==> config.mk <==
export PLATFORM = sky130hd
export DESIGN_NAME = key_breath_ctrl
export DESIGN_NICKNAME = d
export VERILOG_FILES = /design/src/rtl/key_ctrl_pkg.sv /design/src/rtl/key_sync.sv /design/src/rtl/key_breath_ctrl.sv
export SDC_FILE = /design/constraint.sdc
export NUM_CORES = 1
export LEC_CHECK = 0
export ABC_CLOCK_PERIOD_IN_PS = 2700
export CAP_MARGIN = 20
export CORE_MARGIN = 5
export CORE_UTILIZATION = 30
export DETAILED_ROUTE_END_ITERATION = 7
export SETUP_SLACK_MARGIN = 0.05
export SYNTH_ARGS = -nofsm -noshare
export SYNTH_HDL_FRONTEND = slang
export SYNTH_HIERARCHICAL = 1
export SYNTH_SLANG_ARGS = --single-unit
==> constraint.sdc <==
create_clock -name sys_clk -period 2.7 [get_ports sys_clk]
set_clock_uncertainty 0.1 [all_clocks]
set_input_delay 0.54 -clock sys_clk [delete_from_list [all_inputs] [get_ports sys_clk]]
set_output_delay 0.54 -clock sys_clk [all_outputs]
set_load 0.03 [all_outputs]
==> src/rtl/key_ctrl_pkg.sv <==
// Shared types and default timing constants for push-button key front ends.
package key_ctrl_pkg;

  localparam int unsigned KEY_DEBOUNCE_CYC = 1_000_000;
  localparam int unsigned KEY_LONG_CYC     = 100_000_000;
  localparam int unsigned KEY_AUTO_OFF_CYC = 1_500_000_000;

  typedef enum logic [1:0] {
    KEY_IDLE       = 2'd0,
    KEY_DB_PRESS   = 2'd1,
    KEY_HELD       = 2'd2,
    KEY_DB_RELEASE = 2'd3
  } key_state_t;

  // Counter width able to hold 0..lim-1, never narrower than one bit.
  function automatic int unsigned cnt_w(input int unsigned lim);
    return (lim > 1) ? int'($clog2(lim)) : 1;
  endfunction

endpackage

==> src/rtl/key_sync.sv <==
// Two-flop synchroniser for an asynchronous key input with a configurable reset level.
module key_sync #(
  parameter logic RST_VAL = 1'b1
) (
  input  logic sys_clk,
  input  logic rst,
  input  logic d,
  output logic q
);

  logic meta;

  always_ff @(posedge sys_clk) begin
    if (rst) begin
      meta <= RST_VAL;
      q    <= RST_VAL;
    end else begin
      meta <= d;
      q    <= meta;
    end
  end

endmodule

==> src/rtl/key_breath_ctrl.sv <==
// Debounced short/long key classifier driving the breathing-LED enable level.
// Optional auto-off of `valid` is built when AUTO_OFF_EN is defined.
module key_breath_ctrl
  import key_ctrl_pkg::*;
#(
  parameter int unsigned DEBOUNCE_CYC = KEY_DEBOUNCE_CYC,
  parameter int unsigned LONG_CYC     = KEY_LONG_CYC,
  parameter int unsigned AUTO_OFF_CYC = KEY_AUTO_OFF_CYC
) (
  input  logic sys_clk,
  input  logic rst,
  input  logic key_in,
  output logic valid,
  output logic key_short,
  output logic key_long
);

  localparam int unsigned DB_W   = cnt_w(DEBOUNCE_CYC);
  localparam int unsigned HOLD_W = cnt_w(LONG_CYC);

  // Debounce completes on the edge the counter would reach DEBOUNCE_CYC-1.
  localparam logic [DB_W-1:0]   DB_LAST   = DB_W'(DEBOUNCE_CYC - 2);
  localparam logic [HOLD_W-1:0] HOLD_LAST = HOLD_W'(LONG_CYC - 1);

  if (DEBOUNCE_CYC < 2 || LONG_CYC <= DEBOUNCE_CYC || AUTO_OFF_CYC < 2) begin : g_bad_cfg
    $error("key_breath_ctrl: invalid timing parameters");
  end

  logic              key_s;
  key_state_t        state_q, state_d;
  logic [DB_W-1:0]   db_cnt_q, db_cnt_d;
  logic [HOLD_W-1:0] hold_cnt_q, hold_cnt_d;
  logic              long_flag_q, long_flag_d;
  logic              valid_d, key_short_d, key_long_d;

`ifdef AUTO_OFF_EN
  localparam int unsigned AO_W = cnt_w(AUTO_OFF_CYC);
  localparam logic [AO_W-1:0] AO_LAST = AO_W'(AUTO_OFF_CYC - 1);

  logic [AO_W-1:0] ao_cnt_q, ao_cnt_d;
`endif

  key_sync #(.RST_VAL(1'b1)) u_key_sync (
    .sys_clk (sys_clk),
    .rst     (rst),
    .d       (key_in),
    .q       (key_s)
  );

  // Next-state, counter and event decode.
  always_comb begin
    state_d     = state_q;
    db_cnt_d    = db_cnt_q;
    hold_cnt_d  = hold_cnt_q;
    long_flag_d = long_flag_q;
    key_short_d = 1'b0;
    key_long_d  = 1'b0;

    case (state_q)
      KEY_IDLE: begin
        if (!key_s) begin
          state_d     = KEY_DB_PRESS;
          db_cnt_d    = '0;
          hold_cnt_d  = '0;
          long_flag_d = 1'b0;
        end
      end
      KEY_DB_PRESS: begin
        if (key_s) begin
          state_d = KEY_IDLE;
        end else if (db_cnt_q == DB_LAST) begin
          state_d = KEY_HELD;
        end else begin
          db_cnt_d = db_cnt_q + DB_W'(1);
        end
      end
      KEY_HELD: begin
        if (hold_cnt_q != HOLD_LAST) begin
          hold_cnt_d = hold_cnt_q + HOLD_W'(1);
        end
        if (hold_cnt_q == HOLD_LAST && !long_flag_q) begin
          long_flag_d = 1'b1;
          key_long_d  = 1'b1;
        end
        if (key_s) begin
          state_d  = KEY_DB_RELEASE;
          db_cnt_d = '0;
        end
      end
      KEY_DB_RELEASE: begin
        if (!key_s) begin
          state_d = KEY_HELD;
        end else if (db_cnt_q == DB_LAST) begin
          state_d     = KEY_IDLE;
          key_short_d = !long_flag_q;
        end else begin
          db_cnt_d = db_cnt_q + DB_W'(1);
        end
      end
      default: state_d = KEY_IDLE;
    endcase
  end

  // Enable level: key events take priority over the auto-off timeout.
  always_comb begin
    valid_d = valid;
`ifdef AUTO_OFF_EN
    ao_cnt_d = '0;
    if (key_short_d) begin
      valid_d = !valid;
    end else if (key_long_d) begin
      valid_d = 1'b0;
    end else if (valid) begin
      if (ao_cnt_q == AO_LAST) begin
        valid_d = 1'b0;
      end else begin
        ao_cnt_d = ao_cnt_q + AO_W'(1);
      end
    end
`else
    if (key_short_d) begin
      valid_d = !valid;
    end else if (key_long_d) begin
      valid_d = 1'b0;
    end
`endif
  end

  always_ff @(posedge sys_clk) begin
    if (rst) begin
      state_q     <= KEY_IDLE;
      db_cnt_q    <= '0;
      hold_cnt_q  <= '0;
      long_flag_q <= 1'b0;
      valid       <= 1'b0;
      key_short   <= 1'b0;
      key_long    <= 1'b0;
`ifdef AUTO_OFF_EN
      ao_cnt_q    <= '0;
`endif
    end else begin
      state_q     <= state_d;
      db_cnt_q    <= db_cnt_d;
      hold_cnt_q  <= hold_cnt_d;
      long_flag_q <= long_flag_d;
      valid       <= valid_d;
      key_short   <= key_short_d;
      key_long    <= key_long_d;
`ifdef AUTO_OFF_EN
      ao_cnt_q    <= ao_cnt_d;
`endif
    end
  end

endmodule

=== Yosys cells after proc, flatten, opt, wreduce, memory -nomap -nowiden ===
Index checks and enable logic that the tools add are counted.

* Add/sub/neg operators: 2
* Eq/ne operators: 14
* Multiplexer cells: 26
* Reductions and logical operators: 10

{| class="wikitable"
|+ Operator list
! kind !! number
|-
| 20-bit two-way mux || 5
|-
| 20-bit case mux with 4 select lines || 1
|-
| 27-bit two-way mux || 2
|-
| 27-bit case mux with 2 select lines || 1
|-
| 27-bit by 1-bit adder with 27-bit output, second input constant || 1
|-
| 27-bit == test, second input constant || 1
|-
| 27-bit != test, second input constant || 1
|-
| 20-bit by 1-bit adder with 20-bit output, second input constant || 1
|-
| 20-bit == test, second input constant || 1
|-
| 2-bit two-way mux || 6
|-
| 1-bit two-way mux || 9
|-
| 2-bit != test, second input constant || 4
|-
| 2-bit case mux with 4 select lines || 1
|-
| 4-bit AND reduction || 2
|-
| 3-bit AND reduction || 2
|-
| 2-bit == test, second input constant || 2
|-
| 2-bit by 1-bit != test with 1-bit output, second input constant || 2
|-
| 2-bit nonzero test || 2
|-
| 3-bit by 2-bit != test with 1-bit output, second input constant || 1
|-
| 3-bit != test, second input constant || 1
|-
| 2-bit by 1-bit == test with 1-bit output, second input constant || 1
|-
| 1-bit zero test || 2
|-
| 2-bit zero test || 1
|-
| 1-bit case mux with 2 select lines || 1
|-
| 1-bit logical AND || 1
|}

* Bits in registers: 55
* Bits of input ports: 3
* Output and inout port bits: 3
* Logic and storage cells: 61

=== Depth between registers and ports, before layout ===
* Word-level depth: 6
* Depth in mapped cells: 10
* Gate-level depth less buffers: 7

=== Cells and area by module ===
The synthesis kept the hierarchy.

{| class="wikitable"
|+ By module, submodules not included
! module !! instances !! cells each !! area an instance (um^2) !! sequential area each (um^2)
|-
| key_breath_ctrl || 1 || 363 || 2924.1 || 1061.0
|-
| key_sync || 1 || 4 || 52.6 || 40.0
|}

=== Worst setup path after synthesis ===
OpenSTA, ideal clock, no wires.

* Path type: reg-to-reg
* Start point: reg db_cnt_q[7]
* End point: reg db_cnt_q[6]
* Setup time: 0.117 ns
* Arrival: 2.239 ns
* Required time: 2.483 ns
* Slack: 0.244 ns
* Stages on the path, launching flop included: 9
* Path buffers: 4
* Period minus slack after synthesis: 2.456 ns
* Cell sequence: dfxtp_1 buf_6 or4b_1 or4_1 buf_2 o211a_1 buf_6 buf_6 a22o_1

* Cells in the longest elaborated chain, start to end: 4
* Elaborated cells on any way between the ends: 5
* Those cells by class: eq/ne (1); mux (4)

{| class="wikitable"
|+ RTL lines
! item !! RTL line !! source
|-
| from (decl) || key_breath_ctrl.sv:31 || <nowiki>logic [DB_W-1:0] db_cnt_q, db_cnt_d;</nowiki>
|-
| from (signal assigned) || key_breath_ctrl.sv:143 || <nowiki>db_cnt_q <= db_cnt_d;</nowiki>
|-
| 20-bit == test (*) || key_breath_ctrl.sv:71, key_breath_ctrl.sv:93 ||
|-
| 20-bit two-way mux (*) || n/a ||
|-
| 20-bit two-way mux (on tied branches) || n/a ||
|-
| 20-bit case mux with 4 select lines (*) || n/a ||
|}

Mark *: on every way between the ends. The rest lies on a longest branch, timed or not. The select of a mux whose other input is x is not followed.
A chain may end at the register's enable or synchronous reset.

=== Final worst setup path ===
* Start point: reg db_cnt_q[13]
* End point: reg valid

* Cells in the longest elaborated chain, start to end: 5
* Elaborated cells on any way between the ends: 6
* Those cells by class: eq/ne (1); mux (4); reduce/logical (1)

{| class="wikitable"
|+ RTL lines
! item !! RTL line !! source
|-
| 20-bit == test (*) || key_breath_ctrl.sv:93 || <nowiki>end else if (db_cnt_q == DB_LAST) begin</nowiki>
|-
| 1-bit two-way mux (*) || key_breath_ctrl.sv:93 ||
|-
| 1-bit two-way mux (*) || key_breath_ctrl.sv:91 || <nowiki>if (!key_s) begin</nowiki>
|-
| 1-bit two-way mux (*) || key_breath_ctrl.sv:59 || <nowiki>case (state_q)</nowiki>
|-
| 1-bit two-way mux or 2-bit nonzero test (tied branches) || n/a ||
|-
| to (signal assigned) || key_breath_ctrl.sv:146 || <nowiki>valid <= valid_d;</nowiki>
|-
| to (decl) || key_breath_ctrl.sv:13 || <nowiki>output logic valid,</nowiki>
|}

Mark *: on every way between the ends. The rest lies on a longest branch, timed or not.

==> metrics.txt <==
outcome complete, no violations; critical path required time 2830 ps; number of max-cap violations 0; hold path depth 1; Top Ports 6; clk sinks 55; Setup Crit Path Kind flop to flop; routability cong. 0.823; sequential group share of total power 59.4%; commonest non-fill, non-tap cell in the layout dfxtp_1; Cells after Synth 367; nets@finish 378; top cells by area, synth dfxtp_1 37%, a21oi_1 4.7%, nand3_1 3.7%; max reg flops 27; drt total wl 6790 µm; Final Cycle Share 93.5%; routed vias/inst 5.44; die width 110 µm; relative slew slack 38.5%; Worst Hold Class flop to flop; layout cell share with drive strength beyond 1 8.58%; Netlist cell types 54; Core ar. 0.00973 mm²; Sw Pwr 306 µW; Fin Hold WS 319 ps; IO buf count 5; mapped cell area 0.00298 mm²; setup TNS 0 ps; most frequent cells in the layout 55 x dfxtp_1, 29 x nand2_1, 28 x a21oi_1; post-route insts no fill 506; R2R cell count 6; Avg Cell Area, Syn 8.11 µm²; cts bufs inserted 5; crit path DAT 2660 ps; RR Endpoint valid; GRT Util Overall 12.2%; ys async rst share 0%; maximum vdd drop 267 µV; Storage cell area 0.00110 mm²; Hold Crit Endpoint u_key_sync/q; final setup fails 0; die area 0.0120 mm²; number of global-route vias before repair 2575; Hold Startpoint u_key_sync/meta; Detail Placement HPWL 4860 µm; RSZ-0062 raised after global routing false; P per Cell Area 413 mW/mm²; clock network power share 37.1%; dpl cells 498; Initial Utilization 30.6%; post-synthesis sequential area ratio 37.0%; initial antenna violation count 0; Primary FF master, synth dfxtp_1; # fillers 1077; CTS tree yes; number of synthesized flops with an enable pin 0; worst-path maximum fanout 5; antenna viol nets, final 0; nature of the critical path startpoint flop; worst-margin pin slew 920 ps; later-pin clock latency in the skew report 310 ps; Internal Pwr Total 1.06 mW; Final Max Tran Viols 0; H-Tree Depth 2; first-pass GRT wire length 12000 µm; largest net degree at the start of global routing 28; switching part of the total 22.4%; Residual DRC 0; flops & latches, synth 55; YS warnings 6; cell taking the most area after synthesis dfxtp_1; Worst-path clk slew 100 ps; nature of the critical path endpoint flop; Antenna Cells 0; total grt overflow 0; routed len/inst 13.4 µm; syn_nets 373; Via Count 2754; dpl ws 190 ps; Yosys top cell area share 37.0%; Die Height 110 µm; met2 WL post-DR 3110 µm; drt initial violations 138; Logic pwr share 3.5%; M1 WL 3420 µm; drt pass-1 iters 4; root buffer cell clkbuf_8; Top Metal Used met4; Reg-to-Reg Start db_cnt_q[13]; area of the multi-input gates 0.00173 mm²; Max Buffers Root-to-Sink 2; DR WL met3 109 µm; PnR worst setup slack 176 ps; top flop regs hold_cnt_q: 27 flops, db_cnt_q: 20 flops; Rows 36; Fin. Hold Viols 0; synth-to-layout area growth 11.6%; min Tclk post-route 2520 ps; Peak Freq 396 MHz; leakage power 0.987 nW; Worst R2R Setup Slack 180 ps; Most flops, register hold_cnt_q
==> worst max-delay path, stage by stage (launching register included) <==
cell and delay [ps]:
dfxtp_1 360, or4b_1 520, or4_1 610, buf_4 200, nor4_4 280, a21oi_1 120
a311oi_2 260
==> synth_stat cells (2+ instances only) <==
cell type	instances
dfxtp_1	55
nand2_1	29
a21oi_1	28
nand3_1	22
clkbuf_1	20
o21ai_0	19
nor2_1	18
or3_1	17
nand4_1	14
nor4_1	13
or4_1	13
inv_1	10
nor3_1	10
a31oi_1	9
nand2b_1	8
and4_1	7
o211ai_1	6
xnor2_1	6
and3_1	5
nor2b_1	5
o31ai_1	5
xor2_1	4
a211oi_1	3
buf_6	3
ha_1	3
o2bb2ai_1	3
a41oi_1	2
nand4b_1	2
nor4b_1	2
or2_1	2
==> repair_timing <==
item / 4_1_cts / 5_1_grt
hold buffers: 0 / 0
endpoints found under the setup margin: 0 / 2
setup buffers: 0 / 0
gates resized for setup: 0 / 2
==> power groups by stage <==
stage               registers [mW]  logic, mW  clock network [mW]
floorplan                    0.832     0.0307                   0
global route                 0.815     0.0527               0.559
CTS                          0.814     0.0478               0.525
finish                       0.814     0.0476               0.509
detailed placement           0.833     0.0476                   0
global placement             0.833     0.0472                   0
==> layout make-up <==
type,count,share of cell area (%)
multi-input combinational,278,52.0
inverter,10,1.13
sequential,55,33.2
timing repair buffer,22,5.73
tap,133,5.01
clock buffer,8,3.01
==> cell families after synthesis <==
group / synth area share (%)
and+or+nand+nor: 34.1
AOI/OAI and AO/OA: 18.9
DFF: 37.0
buffers and inverters: 5.09
xor gates and xnor gates: 2.94
adders and majority gates: 1.26
muxes: 0.715
==> per-layer routing <==
layer	GRT usage, %	up-vias
met5	0	-
met4	5.16	0
met3	1.94	11
met2	19.7	23
met1	16.2	1316
li1	-	1404
==> per-stage QoR <==
stage	total power [mW]	area (µm²)	util, %
global placement	0.880	3220	33.1
global route	1.43	3320	34.1
finish	1.37	3320	34.1
CTS	1.39	3320	34.1
detailed placement	0.880	3220	33.1
floorplan	0.862	2980	-
==> how the worst max path moves through the flow <==
stage / end / start / slack, ps / cells after the start
floorplan: db_cnt_q[6] / db_cnt_q[7] / 240 / 8
global placement: db_cnt_q[6] / db_cnt_q[13] / 230 / 6
detailed placement: db_cnt_q[17] / db_cnt_q[13] / 190 / 6
CTS: db_cnt_q[17] / db_cnt_q[13] / 160 / 6
global route: db_cnt_q[17] / db_cnt_q[13] / 60 / 6
finish: valid / db_cnt_q[13] / 180 / 6
No activity file was read; power rests on OpenSTA's default activity.
